$ cat src/rtl/uart_tx_fifo.sv
// Byte FIFO plus drain sequencer feeding a UART transmitter one strobe at a time.
// Optional synchronous FIFO clear via the `flush` port when UART_TX_FIFO_FLUSH_EN is defined.
`timescale 1ns/1ps
module uart_tx_fifo #(
    parameter int DEPTH = 16,
    localparam int AW = $clog2(DEPTH)
) (
    input  logic          clk,
    input  logic          reset,
    input  logic          wr_valid,
    input  logic [7:0]    wr_data,
    output logic          wr_ready,
    output logic          tx_dv,
    output logic [7:0]    tx_byte,
    input  logic          tx_active,
    input  logic          tx_done,
`ifdef UART_TX_FIFO_FLUSH_EN
    input  logic          flush,
`endif
    output logic [AW:0]   count,
    output logic          empty,
    output logic          full
);

    typedef enum logic [1:0] {
        S_IDLE      = 2'd0,
        S_WAIT_DONE = 2'd1,
        S_WAIT_CLR  = 2'd2
    } state_t;

    state_t          state_reg;
    state_t          state_next;
    logic [7:0]      mem [DEPTH];
    logic [AW-1:0]   wr_ptr_reg;
    logic [AW-1:0]   rd_ptr_reg;
    logic [AW:0]     count_reg;
    logic            tx_dv_reg;
    logic [7:0]      tx_byte_reg;
    logic            push;
    logic            issue;
    logic            flush_int;

`ifdef UART_TX_FIFO_FLUSH_EN
    assign flush_int = flush;
`else
    assign flush_int = 1'b0;
`endif

    assign empty    = (count_reg == '0);
    assign full     = (count_reg == (AW+1)'(DEPTH));
    assign wr_ready = !full;
    assign count    = count_reg;
    assign tx_dv    = tx_dv_reg;
    assign tx_byte  = tx_byte_reg;

    // A push coinciding with a flush is discarded along with the queue.
    assign push = wr_valid && wr_ready && !flush_int;

    always_ff @(posedge clk) begin
        if (push) begin
            mem[wr_ptr_reg] <= wr_data;
        end
    end

    always_comb begin
        state_next = state_reg;
        issue      = 1'b0;
        case (state_reg)
            S_IDLE: begin
                if (!empty && !tx_active) begin
                    issue      = 1'b1;
                    state_next = S_WAIT_DONE;
                end
            end
            S_WAIT_DONE: begin
                if (tx_done) begin
                    state_next = S_WAIT_CLR;
                end
            end
            // Waiting for tx_done to drop keeps a stale completion flag from
            // releasing the next byte early.
            S_WAIT_CLR: begin
                if (!tx_done) begin
                    state_next = S_IDLE;
                end
            end
            default: begin
                state_next = S_IDLE;
            end
        endcase
    end

    always_ff @(posedge clk or posedge reset) begin
        if (reset) begin
            state_reg   <= S_IDLE;
            wr_ptr_reg  <= '0;
            rd_ptr_reg  <= '0;
            count_reg   <= '0;
            tx_dv_reg   <= 1'b0;
            tx_byte_reg <= 8'h00;
        end else begin
            state_reg <= state_next;
            tx_dv_reg <= issue;
            if (issue) begin
                tx_byte_reg <= mem[rd_ptr_reg];
            end
            // The issued byte is already captured above, so a flush only
            // has to discard what remains queued.
            if (flush_int) begin
                wr_ptr_reg <= '0;
                rd_ptr_reg <= '0;
                count_reg  <= '0;
            end else begin
                if (push) begin
                    wr_ptr_reg <= wr_ptr_reg + 1'b1;
                end
                if (issue) begin
                    rd_ptr_reg <= rd_ptr_reg + 1'b1;
                end
                case ({push, issue})
                    2'b10:   count_reg <= count_reg + 1'b1;
                    2'b01:   count_reg <= count_reg - 1'b1;
                    default: count_reg <= count_reg;
                endcase
            end
        end
    end

endmodule

$ cat config.mk
export PLATFORM = sky130hd
export DESIGN_NAME = uart_tx_fifo
export DESIGN_NICKNAME = d
export VERILOG_FILES = /design/src/rtl/uart_tx_fifo.sv
export SDC_FILE = /design/constraint.sdc
export NUM_CORES = 1
export LEC_CHECK = 0
export ABC_AREA = 1
export CORE_UTILIZATION = 60
export CTS_CLUSTER_SIZE = 14
export DETAILED_ROUTE_END_ITERATION = 7
export GPL_TIMING_DRIVEN = 0
export PLACE_DENSITY = 0.79
export SKIP_CTS_REPAIR_TIMING = 1
export SLEW_MARGIN = 20
export SYNTH_ARGS = -nofsm -noshare
export SYNTH_HDL_FRONTEND = slang
export SYNTH_SLANG_ARGS = --single-unit
export TNS_END_PERCENT = 20
$ cat constraint.sdc
create_clock -name clk -period 3.4 [get_ports clk]
set_clock_uncertainty 0.05 [all_clocks]
set_input_delay 0.85 -clock clk [delete_from_list [all_inputs] [get_ports clk]]
set_output_delay 0.85 -clock clk [all_outputs]
set_load 0.02 [all_outputs]
# Word level (Yosys, flattened, before mapping)
# Memory sizes are Yosys's and may differ from the RTL's. A register that Yosys moved wholly into a read port is not among the register bits.
# Index checks and enable logic that the tools add are counted.
[totals]
reg_bits = 16
mem_bits_rw = 128
n_memories = 1
[mem_list]
columns = ["memory", "depth", "word_bits", "rd", "rd_clocked_by_memory_dff", "wr", "line", "text"]
rows = [
  ["mem", 16, 8, 1, 1, 1, "33", "logic [7:0] mem [DEPTH];"],
]
[op_classes]
add_sub_neg = 4
n_eq_ne = 8
n_mux = 9
reduce_logical = 9
[op_table]
columns = ["op", "count"]
rows = [
  ["case mux 5 bit (2 select lines)", 1],
  ["adder 4 x 1 -> 4 bit (second input constant)", 2],
  ["2-to-1 mux 2 bit", 3],
  ["!= test 2 bit (second input constant)", 3],
  ["case mux 2 bit (3 select lines)", 1],
  ["adder 5 x 1 -> 5 bit (second input constant)", 1],
  ["equality test 5 bit (second input constant)", 1],
  ["zero test 5 bit", 1],
  ["subtractor 5 x 1 -> 5 bit (second input constant)", 1],
  ["equality test 2 x 1 -> 1 bit (second input constant)", 2],
  ["equality test 2 bit (second input constant)", 2],
  ["2-to-1 mux 1 bit", 4],
  ["zero test 1 bit", 3],
  ["AND reduction 3 bit", 1],
  ["logical AND 1 bit", 2],
  ["zero test 2 bit", 1],
  ["nonzero test 2 bit", 1],
]

# Logic depth before layout (Yosys ltp)
[depth]
word_depth = 7
depth_mapped = 13

# Least setup slack after synthesis
# Ideal clock, no wire load.
[synth_timing]
kind = "flip-flop to flip-flop"
start = "reg count_reg[1] (netlist: count[1])"
end = "reg count_reg[4] (netlist: count[4])"
setup_time_ns = 0.083
arrival_ns = 2.417
slack_ns = 0.850
path_stages_with_launch = 13
path_buffers = 1
path_cell_list = "dfrtp_1 > nor4_2 > nand2_1 > nand2_2 > buf_2 > ha_1 > ha_1 > nand2_1 > nand2_1 > a21oi_1 > xor2_1 > nand2_1 > o21ai_0"
[synth_between]
word_cells_on_any_way = 14
cone_classes = "add/sub (2); eq/ne (3); mux (3); reduce/logical (6)"
[synth_rtl]
columns = ["item", "line", "text"]
rows = [
  ["start: declaration", "36", "logic [AW:0] count_reg;"],
  ["start signal: assignment", "121", "2'b10: count_reg <= count_reg + 1'b1;"],
  ["start signal: assignment", "122", "2'b01: count_reg <= count_reg - 1'b1;"],
  ["start signal: assignment", "123", "default: count_reg <= count_reg;"],
  ["equality test 5 bit (*)", "50", "assign full = (count_reg == (AW+1)'(DEPTH));"],
  ["zero test 1 bit (*)", "51", "assign wr_ready = !full;"],
  ["via wr_ready", "12", "output logic wr_ready,"],
  ["logical AND 1 bit (*)", "57", "assign push = wr_valid && wr_ready && !flush_int;"],
  ["equality test 2 x 1 -> 1 bit / equality test 2 bit (equally long branches)", "120", "case ({push, issue})"],
  ["case mux 5 bit (2 select lines) / nonzero test 2 bit (equally long branches)", "-", ""],
]
# The timed path passes the listed nets; every way through them passes the cells marked *.
# A chain may end at the register's enable or synchronous reset.

# Worst setup path after layout
[layout_timing]
start = "reg count_reg[1] (netlist: count[1])"
end = "out full"
[layout_between]
elab_chain_cells = 1
[layout_lines]
columns = ["item", "line", "text"]
rows = [
  ["equality test 5 bit", "50", ""],
  ["end: declaration", "22", "output logic full"],
]
# No other way between the ends.

==> reports/metrics.cfg <==
[status]
status=complete, no violations

[grt]
track_usage_pct=29.4
grt_pass1_vias=4643
grt_max_degree=25
antenna_found_initial=0
grt_pass1_wl_mm=24.1
overflow=0

[hold_path]
hold_path_class=reg2reg
holdPathStages=2
hold_start=tx_byte[3]
holdPathEnd=tx_byte[3]

[worst_setup_path]
crit_arrival_ps=2070
cp_cell_sequence=nor4_2 > nand2_1 > inv_1 > clkdlybuf4s50_1
r2r_slack_ps=510
cpPeakStageDelay_ps=600
r2r-end=count[4]
start_kind=flop
slowest_stage=clkdlybuf4s50_1
crit_family=buffers and inverters
end_kind=primary output
crit_fanout=5
critical_path_required_ps=2500
r2r-start=count[1]
cp.buffers_inverters=2
reg2regPathDepth=12
crit_type=reg2out

[timing]
hold_viol_final=0
rsz0062_at_grt=false
fin_tns_setup_ps=0
period_needed_ps=2970
slew_headroom_pct=25.1
setup_viol=0
setup_slack_ps=432
hold_slack_ps=431
worst_slew_pin_slew_ps=1110
timing.fmax_ghz=0.337
period_share_pct=87.3
slew_violations=0

[yosys]
syn_area_um2=6780
ys_seq_elements=152
async_flop_share_pct=15.8
syn-num-nets=700
synth_edf_count=128
ys_types=24
yosysWarningCount=0
syn_area_per_cell_um2=10.0
synth_cells=677
synth_top_flop_cell=edfxtp_1
ys_seq_area_share_pct=65.6

[floorplan]
io_pins=30
coreArea_um2=10900
row_count=38
start_util_pct=62.0
die-area_um2=11700
die_x_um=108
die_height_um=108

[detailed_routing]
drt_wl_total_mm=15.8
first_pass_iters=8
vias=4820
via_per_inst=5.49
ant_nets=0
routedWlPerCell_um=18.0
dr.first_iter.drc_count=561
drcViolationCount=0

[layout]
multi_input_area_um2=1800
fillers=819
final_cell_mix=nand2_1, edfxtp_1, inv_1
syn2layout_area_growth_pct=16.3
seq_area_um2=4440
nets=748
final_common_cell=nand2_1
largest_reg_flops=128
insertedDiodeCount=0
layout-drive-gt1-share_pct=9.89
utilization_pct=72.1

[clock_tree]
cts.path.max_buffers=2
cts_root_buf=clkbuf_16
cts.sink_count=152
cts_tree=done
cts_buffers=17
clock_latency_ps=420
h-tree-depth=4
clk_pin_slew_worst_paths_ps=60

[power_and_ir_drop]
ir_drop_v=0.000460
p_per_area_nw_per_um2=851
p_leak_nw=3.46
power.total_mw=6.71

[place]
dpl.hpwl_mm=10.5
portBuffers=29
place_congestion=0.930
place_ws_ps=168

[run]
max_cap_viol_count=0

==> Yosys cell counts (2+ instances only) <==
| cell type | number | area (um2) |
|---|---|---|
| nand3_1 | 99 | 495 |
| xor2_1 | 3 | 26.3 |
| inv_2 | 2 | 7.51 |
| xnor2_1 | 4 | 35.0 |
| nor3_1 | 17 | 85.1 |
| inv_1 | 115 | 432 |
| a21oi_1 | 2 | 10.0 |
| buf_2 | 15 | 75.1 |
| edfxtp_1 | 128 | 3840 |
| nand2_2 | 2 | 12.5 |
| nand2_1 | 231 | 867 |
| o21ai_0 | 5 | 25.0 |
| buf_4 | 9 | 67.6 |
| clkbuf_1 | 3 | 11.3 |
| dfrtp_1 | 24 | 601 |
| buf_1 | 2 | 7.51 |
| ha_1 | 9 | 113 |
==> worst max-delay path by stage <==
| stage | startpoint | endpoint | depth (start not counted) |
|---|---|---|---|
| CTS | count[1] | full | 4 |
| global route | count[1] | count[4] | 12 |
| floorplan | count[1] | count[4] | 12 |
| finish | count[1] | full | 4 |
| global placement | wr_valid | mem[6][3] | 4 |
| detailed placement | tx_active | count[4] | 13 |
==> stage by stage <==
step | instance area, um2 | std cells
detailed placement | 7300 | 846
finish | 7880 | 878
global route | 7880 | 878
global placement | 7240 | 846
CTS | 7870 | 878
floorplan | 6780 | 677
==> report_power, final <==
part           leakage (nW)  total [mW]  internal, mW  switching (mW)
combinational          1.74        2.45         0.808            1.64
clock                 0.264        1.81          1.07           0.735
sequential             1.45        2.45          2.30           0.150
==> routing by layer <==
layer	share of wire [%]	global-route usage [%]	vias up
met1	40	39.3	2269
li1	-	-	2271
met4	2.3	11.8	0
met2	48	46.6	251
met3	8.7	7.29	29
met5	0	0	-
==> tightest hold or removal path, cell delays in order, from the launching register on <==
cell and delay, ps:
dfrtp_1 340, nand2_1 60, nand2_1 50
==> final cells by class <==
type / instances / area share [%]
flip-flops and latches: 152 / 56.4
repair buffers: 29 / 3.68
well taps: 140 / 2.22
multi-input cells: 378 / 22.9
clock buffers: 19 / 5.49
inverters: 118 / 5.62
clock inverters: 13 / 1.65
plain buffers: 29 / 2.05
==> cells by family after synthesis <==
logic type / after synthesis / share of synthesized area, %
DFF: 152 / 65.6
and+or+nand+nor: 352 / 21.9
adders and majority gates: 10 / 1.96
AOI/OAI and AO/OA: 9 / 0.757
xor gates and xnor gates: 7 / 0.905
buffers and inverters: 147 / 8.92
Power figures use the tool's default switching activity.
==> edit 1, RTL diff (same flow settings) <==
`DEPTH`: 16 -> 32.
--- a/src/rtl/uart_tx_fifo.sv
+++ b/src/rtl/uart_tx_fifo.sv
@@ -4,3 +4,3 @@
 module uart_tx_fifo #(
-    parameter int DEPTH = 16,
+    parameter int DEPTH = 32,
     localparam int AW = $clog2(DEPTH)
Ports: changed (resized count); port bits go from 30 to 31. The function was not compared with the original's and may differ.
==> edit 1 against the unedited design <==
Routed wire length rose by 83%. Sequential cell count increased by 131. Total power rose by 72%. Synthesized area grew 80%. Fmax shrank 1.6%. Worst setup slack got worse by 47 ps. Via count is 79% higher. Design area is 74% higher. Core utilization shrank 2.3 points. Critical path type unchanged. Largest cell class unchanged. Largest power group unchanged. Highest routed layer unchanged.
==> edit 1: results (changes against the unedited design) <==
fraction of layout cells with a size suffix above 1 -> 8.43% (-1.5 points)
Clock Latency Late Sink -> 540 ps (+120 ps)
CTS sink cnt -> 283 (+86%)
sequential-to-total area share from yosys stat -> 68.6% (+3.1 points)
register-to-register setup slack -> 490 ps (-20 ps)
Cells after Synth -> 1,165 (+72%)
largest net degree at the start of global routing -> 33 (+32%)
top cells by area, synth -> edfxtp_1 63%, nand2_1 12%, nand3_1 6.7%
outcome -> complete, no violations
FF-to-FF End -> count[5]
total CTS buffers -> 28 (+11)
M1 WL -> 11,400 µm (+78%)
GPL Wtd Cong -> 0.920 (-1.1%)
fmax -> 332 MHz (-1.6%)
max reg flops -> 256 (+100%)
Leak -> 5.66 nW (+64%)
worst vdd ir -> 0.662 mV (+44%)
EDFF count, synth -> 256 (+100%)
DP Worst Slack -> -119 ps (-287 ps)
Hold Path Origin -> tx_byte[1]
grt met1 use -> 40.1% (+0.79 points)
CTS max path bufs -> 3 (+1)
number of detailed-routing iterations run before antenna repair -> 6 (-2)
first-pass GRT wire length -> 44,700 µm (+86%)
Final Non-Filler Cells -> 1,511 (+72%)
M2 GR Usage -> 48.1% (+1.5 points)
async set-or-reset flop fraction in the synthesized netlist -> 9.54% (-6.2 points)
[edit 1: cell types whose count changed in the layout (fill, tap and decap cells not counted), sizes merged, moves of 9 or more]
cell    unedited run  this run
o21ai              5        16
inv              118       127
a21oi              2        19
buf               26        53
nand3             99       164
edfxtp           128       256
clkbuf            22        44
nor2               1        85
nand2            233       387
nor3              17         4
[edit 1: area by class of cell]
type	instances	area share, %
sequential	283	61.0
multi-input combinational	700	22.4
clock buffer	37	5.66
inverter	130	3.56
tap	265	2.42
buffer	52	2.01
timing repair buffer	30	1.90
clock inverter	14	1.07
[edit 1: how the worst max path moves through the flow]
stage / from / end
6_report: count[0] / full
5_1_grt: count[1] / full
4_1_cts: count[0] / full
3_5_place_dp: tx_active / count[5]
3_3_place_gp: tx_active / count[5]
2_1_floorplan: tx_active / count[5]
[edit 1: cell families after synthesis]
logic type	after synthesis	synth area share (%)
compound gates	39	1.67
xor+xnor	10	0.719
fa+ha+maj	11	1.19
buf+inv	182	6.26
flops	283	68.6
simple gates	640	21.5
[edit 1: metrics by stage]
stage | area [µm²] | util, % | hold slack [ps]
finish | 13700 | 69.8 | 432
global route | 13700 | 69.8 | 462
CTS | 13700 | 69.7 | 432
detailed placement | 12800 | 65.0 | 416
global placement | 12800 | 65.2 | 408
floorplan | 12200 | - | 397
[edit 1: report_power, final]
| part | switching [mW] | internal [mW] |
|---|---|---|
| logic | 2.87 | 1.24 |
| registers | 0.174 | 4.14 |
| clock network | 1.26 | 1.82 |
[edit 1: critical path: stages (launching register included)]
cell             delay [ps]
dfrtp_1                 460
nor2_1                  130
nand2_1                  80
nor2_2                   90
nand2_1                 110
inv_1                    80
clkdlybuf4s50_1         620
==> edit 2, RTL diff (same flow settings) <==
Without the edit above. Reset style: synchronous (`reset`), changed in one clocked block.
--- a/src/rtl/uart_tx_fifo.sv
+++ b/src/rtl/uart_tx_fifo.sv
@@ -92,3 +92,3 @@
 
-    always_ff @(posedge clk or posedge reset) begin
+    always_ff @(posedge clk) begin
         if (reset) begin
Check against the original RTL: differs if reset is asserted again (counterexample within 4 cycles, from zero or initial values and one cycle with reset high); with reset held inactive, the same outputs for 10 cycles.
==> edit 2 against the unedited design <==
Worst setup slack gained 160 ps. Combinational power shrank 25%. Fmax grew 5.7%. Sequential cell count is the same. Core utilization shrank 0.82 points. Global-route usage grew 1.5 points. Via count shrank 0.58%. Synthesized area shrank 1.8%. Sequential share of layout area shrank 0.40 points. Design area shrank 2.0%. Total power shrank 10%. Routed wire length grew 3.3%.
==> edit 2: results (changes against the unedited design) <==
Cells after Synth -> 673 (-0.59%)
Signal buf overhead -> 5.93% (+0.20 points)
root buffer cell -> clkbuf_8
M2 GR Usage -> 52.1% (+5.5 points)
Hold Path Origin -> state_reg[1]
largest net degree at the start of global routing -> 17 (-32%)
Placed Area -> 7110 µm² (-2.6%)
post-synthesis compound-gate area fraction -> 1.86% (+1.1 points)
placed insts -> 841 (-0.59%)
via count -> 4,792 (-0.58%)
Slew headroom -> 39.8% (+15 points)
#MultiIn Comb -> 398 (+5.3%)
DP Worst Slack -> 138 ps (-29.9 ps)
detailed route wirelength on metal3 -> 1080 µm (-22%)
M1 WL -> 6580 µm (+2.7%)
P_seq -> 2.24 mW (-8.6%)
fin util -> 71.2% (-0.82 points)
XOR/XNOR share of the synthesized area -> 0.790% (-0.11 points)
total track usage -> 30.9% (+1.5 points)
Inverters -> 93 (-21%)
fraction of layout cells with a size suffix above 1 -> 8.73% (-1.2 points)
sequential-to-total area share from yosys stat -> 65.0% (-0.60 points)
Vias/cell -> 5.49 (about the same)
async set-or-reset flop fraction in the synthesized netlist -> 0% (-16 points)
WHS -> 467 ps (+35.3 ps)
Routed met2 length -> 8300 µm (+8.0%)
outcome -> complete, no violations
vias in the first global route -> 4,604 (-0.84%)
synth cell count leaders -> 220 x nand2_1, 128 x edfxtp_1, 92 x nand3_1
final net count -> 743 (-0.67%)
syn_nets -> 696 (-0.57%)
number of detailed-routing iterations run before antenna repair -> 5 (-3)
worst vdd ir -> 0.395 mV (-14%)
clk tree area frac -> 7.94% (+0.79 points)
sequential standard cell area -> 4320 µm² (-2.7%)
Arr. time, crit path -> 1910 ps (-160 ps)
grt met1 use -> 39.9% (+0.64 points)
DRC violations left -> 0 (unchanged)
Detail Placement HPWL -> 11,200 µm (+6.6%)
Pwr Total -> 6.03 mW (-10%)
Clk. pwr -> 1.95 mW (+8%)
worst reg2reg path depth -> 13 (+1)
port bufs -> 28 (-3.4%)
Netlist cell types -> 28 (+17%)
GRT met3 Usage -> 4.96% (-2.3 points)
Net Sw Frac -> 34.0% (-3.7 points)
hold endpoint -> state_reg[1]
GPL Wtd Cong -> 0.948 (+1.9%)
top cells by area, synth -> edfxtp_1 58%, nand2_1 12%, dfxtp_1 7.2%
FF-to-FF End -> count[4]
worst r2r src -> count[0]
hold depth -> 1 (-1)
Filler cells -> 794 (-3.1%)
-- edit 2: cell types whose count changed in the layout (fill, tap and decap cells not counted), moves of 3 or more --
| cell | unedited run | this run |
|---|---|---|
| nor3_2 | 15 | 0 |
| nand3_1 | 99 | 92 |
| nand2_1 | 231 | 220 |
| a21oi_1 | 2 | 13 |
| xnor2_1 | 4 | 0 |
| inv_1 | 115 | 88 |
| dfrtp_1 | 24 | 0 |
| dfxtp_1 | 0 | 24 |
| inv_6 | 1 | 4 |
| nor2_1 | 1 | 39 |
| xor2_1 | 3 | 6 |
-- edit 2: worst register-to-register path, stage by stage (launching register included) --
cell	delay, ps
dfxtp_1	390
nor2_2	170
nand4_1	150
nand2_2	180
inv_2	60
buf_4	170
ha_1	290
fa_1	460
a21oi_1	170
nor2_1	70
o21bai_1	120
nand2_1	60
nand2_1	50
a21oi_1	50
-- edit 2: worst max path at each step --
stage,endpoint,slack (ps)
floorplan,count[3],860
global placement,count[4],240
detailed placement,count[3],140
CTS,empty,570
global route,count[3],430
finish,empty,590
